[src/rtl/io_term_port.sv]
// Device-side programmed-I/O terminal port: keyboard FIFO feeding INPR/FGI and
// an OUTR/FGO FIFO feeding the printer. Optional error counter: IO_OVR_CNT_EN.
module io_term_port #(
  parameter int IN_DEPTH  = 4,
  parameter int OUT_DEPTH = 4
) (
  input  logic       clk,
  input  logic       rst,
  input  logic [7:0] kb_data,
  input  logic       kb_valid,
  output logic       kb_ready,
  output logic [7:0] inpt,
  output logic       fgi,
  input  logic       inp_ack,
  input  logic [7:0] outr,
  input  logic       out_load,
  output logic       fgo,
  output logic [7:0] prt_data,
  output logic       prt_valid,
  input  logic       prt_ready,
  input  logic       ien_set,
  input  logic       ien_clr,
  output logic       irq
`ifdef IO_OVR_CNT_EN
  ,
  output logic [7:0] ovr_cnt
`endif
);

  localparam int IAW = $clog2(IN_DEPTH);
  localparam int ICW = IAW + 1;
  localparam int OAW = $clog2(OUT_DEPTH);
  localparam int OCW = OAW + 1;

  logic [7:0]     in_mem [IN_DEPTH];
  logic [IAW-1:0] in_wr, in_rd;
  logic [ICW-1:0] in_cnt, in_cnt_nxt;
  logic           in_push, in_pop;

  logic [7:0]     out_mem [OUT_DEPTH];
  logic [OAW-1:0] out_wr, out_rd;
  logic [OCW-1:0] out_cnt, out_cnt_nxt;
  logic           out_push, out_pop;

  logic           ien;

  // Input path: keyboard -> processor INPR
  assign kb_ready = (in_cnt != ICW'(IN_DEPTH));
  assign fgi      = (in_cnt != '0);
  assign inpt     = fgi ? in_mem[in_rd] : 8'h00;
  assign in_push  = kb_valid & kb_ready;
  assign in_pop   = inp_ack & fgi;

  // Output path: processor OUTR -> printer
  assign fgo       = (out_cnt != OCW'(OUT_DEPTH));
  assign prt_valid = (out_cnt != '0);
  assign prt_data  = prt_valid ? out_mem[out_rd] : 8'h00;
  assign out_push  = out_load & fgo;
  assign out_pop   = prt_valid & prt_ready;

  assign irq = ien & (fgi | fgo);

  always_comb begin
    // NOTE: every always_comb output gets a default first so no path can infer a latch.
    in_cnt_nxt  = in_cnt;
    out_cnt_nxt = out_cnt;
    if (in_push && !in_pop)
      in_cnt_nxt = in_cnt + 1'b1;
    else if (!in_push && in_pop)
      in_cnt_nxt = in_cnt - 1'b1;
    if (out_push && !out_pop)
      out_cnt_nxt = out_cnt + 1'b1;
    else if (!out_push && out_pop)
      out_cnt_nxt = out_cnt - 1'b1;
  end

  // NOTE: storage arrays are not reset; the cleared counts already hide stale contents.
  always_ff @(posedge clk) begin
    if (in_push)
      in_mem[in_wr] <= kb_data;
    if (out_push)
      out_mem[out_wr] <= outr;
  end

  // NOTE: sequential state uses non-blocking assignments so every register samples pre-edge values.
  always_ff @(posedge clk) begin
    if (rst) begin
      in_wr   <= '0;
      in_rd   <= '0;
      in_cnt  <= '0;
      out_wr  <= '0;
      out_rd  <= '0;
      out_cnt <= '0;
      ien     <= 1'b0;
    end else begin
      if (in_push)  in_wr  <= in_wr + 1'b1;
      if (in_pop)   in_rd  <= in_rd + 1'b1;
      if (out_push) out_wr <= out_wr + 1'b1;
      if (out_pop)  out_rd <= out_rd + 1'b1;
      in_cnt  <= in_cnt_nxt;
      out_cnt <= out_cnt_nxt;
      if (ien_clr)
        ien <= 1'b0;
      else if (ien_set)
        ien <= 1'b1;
    end
  end

`ifdef IO_OVR_CNT_EN
  logic [1:0] err_inc;
  logic [8:0] err_sum;

  assign err_inc = {1'b0, out_load & ~fgo} + {1'b0, inp_ack & ~fgi};
  assign err_sum = {1'b0, ovr_cnt} + {7'b0, err_inc};

  // Saturates at 8'hFF rather than wrapping
  always_ff @(posedge clk) begin
    if (rst)
      ovr_cnt <= 8'h00;
    else
      ovr_cnt <= err_sum[8] ? 8'hFF : err_sum[7:0];
  end
`endif

endmodule

[config.mk]
export PLATFORM = sky130hd
export DESIGN_NAME = io_term_port
export DESIGN_NICKNAME = d
export VERILOG_FILES = /design/src/rtl/io_term_port.sv
export SDC_FILE = /design/constraint.sdc
export NUM_CORES = 1
export LEC_CHECK = 0
export ABC_CLOCK_PERIOD_IN_PS = 2700
export CORE_MARGIN = 4
export CORE_UTILIZATION = 54
export CTS_CLUSTER_SIZE = 24
export DETAILED_ROUTE_END_ITERATION = 8
export GPL_ROUTABILITY_DRIVEN = 0
export PLACE_DENSITY = 0.78
export SYNTH_ARGS = -nofsm -noshare
export SYNTH_HDL_FRONTEND = slang
export SYNTH_SLANG_ARGS = --single-unit
[constraint.sdc]
create_clock -name clk -period 2.7 [get_ports clk]
set_clock_uncertainty 0.1 [all_clocks]
set_input_delay 0.81 -clock clk [delete_from_list [all_inputs] [get_ports clk]]
set_output_delay 0.81 -clock clk [all_outputs]
set_load 0.05 [all_outputs]
==> results.py, run 1 <==
metrics = {
    "layout": {
        "instances_no_fill": 348,
        "post-route-util_pct": 69.1,
        "layout-drive-gt1-share_pct": 25.6,
        "area_delta_synth_final_pct": 21.6,
        "n_antenna_cell": 0,
        "finalNetCount": 304,
    },
    "routing": {
        "wl_met1_um": 2390,
        "drt_iter0_markers": 75,
        "antenna_left": 0,
        "routed_wl_um": 5590,
        "firstDrtPassIters": 4,
        "routedWlPerCell_um": 16.1,
        "drc": 0,
        "met3_length_um": 276,
        "vias_per_cell": 5.19,
        "vias": 1805,
        "wl_met2_um": 2880,
        "top_layer_used": "met4",
    },
    "placement": {
        "hpwl_um": 4010,
        "io_buffers": 44,
        "dpl_worst_slack_ps": -151,
        "dpl.cell_count": 332,
    },
    "clock_tree": {
        "cts_max_level": 3,
        "clk-insertion-delay-late_ps": 330,
        "numCtsBuffers": 9,
        "clockBufferDepth": 2,
        "cts_sinks": 83,
        "cts_setup_buffers": 0,
        "clockRootBuffer": "clkbuf_8",
        "ctsHoldBuffers": 0,
        "cts_tree": "built",
        "path_clk_slew_ps": 80,
    },
    "power_and_ir_drop": {
        "p_per_area_nw_per_um2": 1030,
        "leakage_nw": 1.50,
        "seqPwrFrac_pct": 39.0,
        "max-vdd-ir-drop_mv": 0.823,
        "combPwrFrac_pct": 41.4,
        "internal-power_mw": 2.69,
        "p_sw_mw": 1.60,
        "swShare_pct": 37.2,
        "pwr-share-clk_pct": 19.6,
    },
    "timing": {
        "period_share_pct": 96.2,
        "clock.fmax_ghz": 0.385,
        "timing.hold.ws_ps": 390,
        "hold_viol_final": 0,
        "slew_violations": 0,
        "setup_viol": 0,
        "layout_setup_ws_ps": 104,
        "rsz0062_at_grt": "no",
        "tightestPinTransition_ps": 487,
        "slew_headroom_pct": 67.7,
        "fin_setup_tns_ps": 0,
        "min_period_ps": 2600,
    },
    "synth": {
        "netlist_area_um2": 3420,
        "ys_types": 30,
        "synth-seq-cells": 83,
        "synth-edff-count": 64,
        "syn_nets": 243,
        "ys_seq_area_share_pct": 67.3,
        "synth_common_cells": "edfxtp_1 (64), dfxtp_1 (19), mux4_2 (16), nor2b_1 (16), nor2_1 (12)",
        "synthTopCellsByArea": "edfxtp_1 (56%), dfxtp_1 (11%), mux4_2 (11%)",
        "synth_top_area_cell": "edfxtp_1",
        "async_flop_share_pct": 0,
        "syn_inst": 207,
        "synth_top_area_share_pct": 56.2,
        "synth_flop_cell": "edfxtp_1",
        "synth_area_per_cell_um2": 16.5,
        "synth.most_common_cell": "edfxtp_1",
        "synth_warnings": 0,
    },
    "global_route": {
        "grt_max_degree": 15,
        "grt_pass1_vias": 1898,
        "grt-ovfl-total": 0,
        "grt_usage_pct": 16.4,
        "antenna_found_initial": 0,
        "grt_pass1_wl_um": 9290,
    },
    "run": {
        "cap_viol_max_count": 0,
    },
    "die": {
        "fp.dieArea_um2": 7670,
        "start_util_pct": 56.8,
        "rows": 28,
        "die_y_um": 87.6,
        "ioPinCount": 45,
        "die_width_um": 87.6,
        "core_region_area_um2": 6030,
    },
    "critical_path": {
        "cpLargestDelayFamily": "multiplexers",
        "worstPathMaxFanout": 8,
        "start_kind": "flip-flop",
        "end_kind": "output pin",
        "worstPathRequired_ps": 1790,
        "crit_type": "reg2out",
        "critPathArrivalTime_ps": 1690,
        "cp_num_buf_inv": 2,
        "slowest_stage": "mux4_2",
        "cpPeakStageDelay_ps": 520,
        "crit_chain": "buf_6, mux4_2, nor2b_1, buf_4",
    },
    "status": {
        "outcome": "completed",
    },
    "hold_path": {
        "hold_class": "reg2reg",
    },
}
-- metal layers --
layer,global-route usage [%],up-vias
met4,5.44,0
li1,-,884
met2,27.7,37
met3,5.08,4
met5,0,-
met1,20.2,880
-- kinds of logic (layout without fill, tap and decap cells) --
kind of cell | after synthesis | after routing | share of synthesized area [%]
AND/OR/NAND/NOR | 53 | 53 | 8.81
AO/OA/AOI/OAI | 14 | 14 | 2.96
flip-flops | 83 | 83 | 67.3
buffers and inverters | 18 | 84 | 2.56
XOR/XNOR | 6 | 6 | 1.54
adder cells (fa/ha/maj) | 12 | 12 | 4.83
multiplexers | 21 | 21 | 12.0
-- power by group through the flow --
stage	registers (mW)	clock network [mW]	logic (mW)
global route	1.70	0.941	1.91
CTS	1.68	0.867	1.79
floorplan	1.67	0	1.30
finish	1.67	0.841	1.78
global placement	1.69	0	1.76
detailed placement	1.71	0	1.79
-- sequential cells by signal (all words and copies together), names as in the netlist, named ones only --
name	flops
out_wr	2
out_rd	2
out_cnt	3
out_mem	32
in_cnt	3
in_rd	2
in_mem	32
ien	1
in_wr	2
-- final cells by class --
class                   instances  area (um^2)
inverters                      10         37.5
repair buffers                 58          502
clock buffers                  10          128
multi-input cells             106         1030
flip-flops and latches         83         2300
fillers                       440         1860
clock inverters                 6         66.3
well taps                      75         93.8
-- metrics by stage --
step                instance area, um^2  total power, mW
floorplan                          3420             2.97
global placement                   3960             3.45
detailed placement                 3960             3.49
CTS                                4150             4.34
global route                       4160             4.55
finish                             4160             4.29
-- final timing paths --
| path | start | end | slack, ps | cells past startpoint |
|---|---|---|---|---|
| max reg2reg | out_cnt[0] | out_cnt[2] | 490 | 8 |
| min | ien | ien | 390 | 2 |
| min reg2reg | ien | ien | 390 | 2 |
| max | flip-flop | inpt[1] | 100 | 4 |
-- placed cells by master, fill, tap and decap left out, drive strengths merged --
cell type / Yosys / routed
nand2b: 4 / 4
clkbuf: 3 / 10
clkinvlp: 0 / 2
o21ai: 5 / 5
o31ai: 2 / 2
nor2b: 16 / 16
clkinv: 0 / 3
dlygate4sd2: 0 / 1
mux4: 16 / 16
bufinv: 0 / 1
nor3b: 1 / 1
dfxtp: 19 / 19
clkdlybuf4s50: 0 / 23
mux2i: 4 / 4
buf: 5 / 34
or3: 5 / 5
and2: 8 / 8
a21oi: 5 / 5
fa: 2 / 2
a21boi: 2 / 2
xor2: 6 / 6
nor3: 3 / 3
mux2: 1 / 1
edfxtp: 64 / 64
nor2: 13 / 13
inv: 10 / 10
ha: 10 / 10
nand2: 3 / 3
-- repair_timing --
| action | 4_1_cts | 5_1_grt |
|---|---|---|
| gates resized for setup | 1 | 2 |
| setup endpoints to repair | 1 | 4 |
| cloned | 0 | 0 |
| endpoints found under the hold margin | 0 | 0 |
-- tightest hold or removal path, delay by kind of cell (launching register included) --
family / cells / cell delay, ps
and+or+nand+nor: 2 / 130
DFF: 1 / 310
(Power assumes the default switching activity.)
==> run 2, diff against run 1 <==
--- a/config.mk
+++ b/config.mk
@@ -11,6 +11,7 @@
 export CTS_CLUSTER_SIZE = 24
 export DETAILED_ROUTE_END_ITERATION = 8
 export GPL_ROUTABILITY_DRIVEN = 0
+export GPL_TIMING_DRIVEN = 1
 export PLACE_DENSITY = 0.78
 export SYNTH_ARGS = -nofsm -noshare
 export SYNTH_HDL_FRONTEND = slang
==> results of run 2 <==
No change in the layout: final DEF, timing and power equal those of run 1.
==> run 3, diff against run 2 <==
--- a/config.mk
+++ b/config.mk
@@ -8,11 +8,13 @@
 export ABC_CLOCK_PERIOD_IN_PS = 2700
 export CORE_MARGIN = 4
 export CORE_UTILIZATION = 54
+export CTS_CLUSTER_DIAMETER = 150
 export CTS_CLUSTER_SIZE = 24
 export DETAILED_ROUTE_END_ITERATION = 8
 export GPL_ROUTABILITY_DRIVEN = 0
 export GPL_TIMING_DRIVEN = 1
 export PLACE_DENSITY = 0.78
+export SETUP_SLACK_MARGIN = 0.3
 export SYNTH_ARGS = -nofsm -noshare
 export SYNTH_HDL_FRONTEND = slang
 export SYNTH_SLANG_ARGS = --single-unit
==> results.py, run 3 (synthesized netlist as in run 1, its figures left out) <==
metrics = {
    "routing": {
        "routedWlPerCell_um": 17.0,
        "routed_wl_um": 5970,
        "drc": 0,
        "firstDrtPassIters": 4,
        "vias_per_cell": 5.28,
        "drt_iter0_markers": 50,
        "vias": 1853,
        "antenna_left": 0,
    },
    "timing": {
        "slew_violations": 0,
        "clock.fmax_ghz": 0.395,
        "period_share_pct": 93.9,
        "hold_viol_final": 0,
        "setup_viol": 0,
        "min_period_ps": 2530,
        "slew_headroom_pct": 67.7,
        "tightestPinTransition_ps": 487,
        "rsz0062_at_grt": "yes",
    },
    "critical_path": {
        "crit_type": "reg2out",
        "worstPathRequired_ps": 1790,
        "crit_chain": "buf_12, mux4_2, nor2b_4, buf_6",
        "cpPeakStageDelay_ps": 520,
        "cpLargestDelayFamily": "multiplexers",
        "critPathArrivalTime_ps": 1620,
        "cp_num_buf_inv": 2,
        "slowest_stage": "mux4_2",
        "worstPathMaxFanout": 8,
        "end_kind": "output pin",
        "start_kind": "flip-flop",
    },
    "layout": {
        "area_delta_synth_final_pct": 28.8,
        "final_cell_mix": "edfxtp_1 (64), clkdlybuf4s50_1 (19), buf_6 (18)",
        "instances_no_fill": 351,
        "finalNetCount": 307,
        "n_fill_cell": 398,
        "multi_input_area_um2": 1160,
        "reg_top3": "in_mem x32, out_mem x32",
        "seqCellArea_um2": 2310,
        "n_antenna_cell": 0,
        "finalInstanceArea_um2": 4410,
        "final_common_cell": "edfxtp_1",
        "layout-drive-gt1-share_pct": 34.4,
    },
    "clock_tree": {
        "clockRootBuffer": "clkbuf_8",
        "path_clk_slew_ps": 80,
        "ctsHoldBuffers": 0,
        "cts_tree": "built",
        "numCtsBuffers": 9,
        "cts_sinks": 83,
        "clk-insertion-delay-late_ps": 330,
        "clockBufferDepth": 2,
        "cts_max_level": 3,
    },
    "power_and_ir_drop": {
        "pwr-share-clk_pct": 18.0,
        "leakage_nw": 1.63,
        "internal-power_mw": 2.96,
        "p_per_area_nw_per_um2": 1070,
        "combPwrFrac_pct": 46.1,
        "p_sw_mw": 1.76,
        "swShare_pct": 37.3,
        "max-vdd-ir-drop_mv": 0.934,
        "seqPwrFrac_pct": 36.0,
    },
    "die": {
        "die_y_um": 87.6,
        "fp.dieArea_um2": 7670,
        "start_util_pct": 56.8,
        "ioPinCount": 45,
        "core_region_area_um2": 6030,
        "rows": 28,
        "die_width_um": 87.6,
    },
    "status": {
        "outcome": "completed",
    },
    "run": {
        "cap_viol_max_count": 0,
    },
    "placement": {
        "dpl_cell_area_um2": 3960,
        "hpwl_um": 4010,
        "dpl.cell_count": 332,
        "io_buffers": 44,
    },
    "global_route": {
        "grt_usage_pct": 16.6,
        "grt_max_degree": 15,
        "grt_pass1_vias": 1944,
        "grt_pass1_wl_um": 9420,
        "grt-ovfl-total": 0,
        "antenna_found_initial": 0,
    },
    "hold_path": {
        "hold_class": "reg2reg",
    },
}
==> run 3: changes by cell type in the layout (fill, tap and decap cells not counted), moves of 3 or more <==
| cell | change |
|---|---|
| dfxtp_1 | -3 |
| buf_6 | +16 |
| nor2b_4 | +11 |
| clkdlybuf4s50_1 | -4 |
| nor2b_1 | -11 |
| dlymetal6s2s_1 | +4 |
| dfxtp_2 | +3 |
| buf_4 | -15 |
==> run 3: layout make-up <==
type                       count  share of cell area [%]
timing repair buffer          61                    14.0
clock buffer                  10                    2.89
sequential                    83                    52.3
inverter                      10                   0.851
clock inverter                 6                    1.50
tap                           75                    2.13
multi-input combinational    106                    26.3
==> run 3: worst paths after layout <==
path | start | to | slack (ps) | cells past startpoint
setup / recovery | flip-flop | prt_data[6] | 170 | 4
hold / removal | ien | ien | 390 | 2
setup reg to reg | out_cnt[1] | out_cnt[2] | 440 | 9
hold reg to reg | ien | ien | 390 | 2
==> run 3: tightest hold or removal path, stage by stage (launching register included) <==
cell and delay, ps:
dfxtp_1 310, nor2_1 90, nor3_1 40
==> run 3: stage by stage <==
step / TNS (ps) / util [%] / setup slack [ps] / hold WS [ps] / total power [mW]
floorplan: 0 / - / 324 / 359 / 2.97
global placement: -141 / 65.7 / -82.8 / 369 / 3.45
detailed placement: -244 / 65.7 / -151 / 391 / 3.49
CTS: 0 / 71.1 / 122 / 398 / 4.55
global route: 0 / 73.2 / 91.9 / 433 / 4.97
finish: 0 / 73.2 / 166 / 390 / 4.72
==> run 3: routing by layer <==
layer / global-route usage, % / part of all wire, %
met5: 0 / 0
met4: 5.44 / 0.84
met3: 4.99 / 4.4
met2: 28.2 / 53
met1: 20.4 / 42
==> run 3: timing repair <==
item / CTS / global route
setup endpoints to repair: 19 / 21
buffers inserted: 0 / 2
gates cloned: 0 / 1
resized for setup: 38 / 31
pin swaps: 2 / 9
==> run 3: power groups by stage <==
stage	Combinational (mW)	Clock (mW)	Sequential, mW
after floorplan	1.30	0	1.67
after global placement	1.76	0	1.69
after detailed placement	1.79	0	1.71
after CTS	2.00	0.867	1.69
after global routing	2.31	0.939	1.72
final	2.17	0.847	1.70
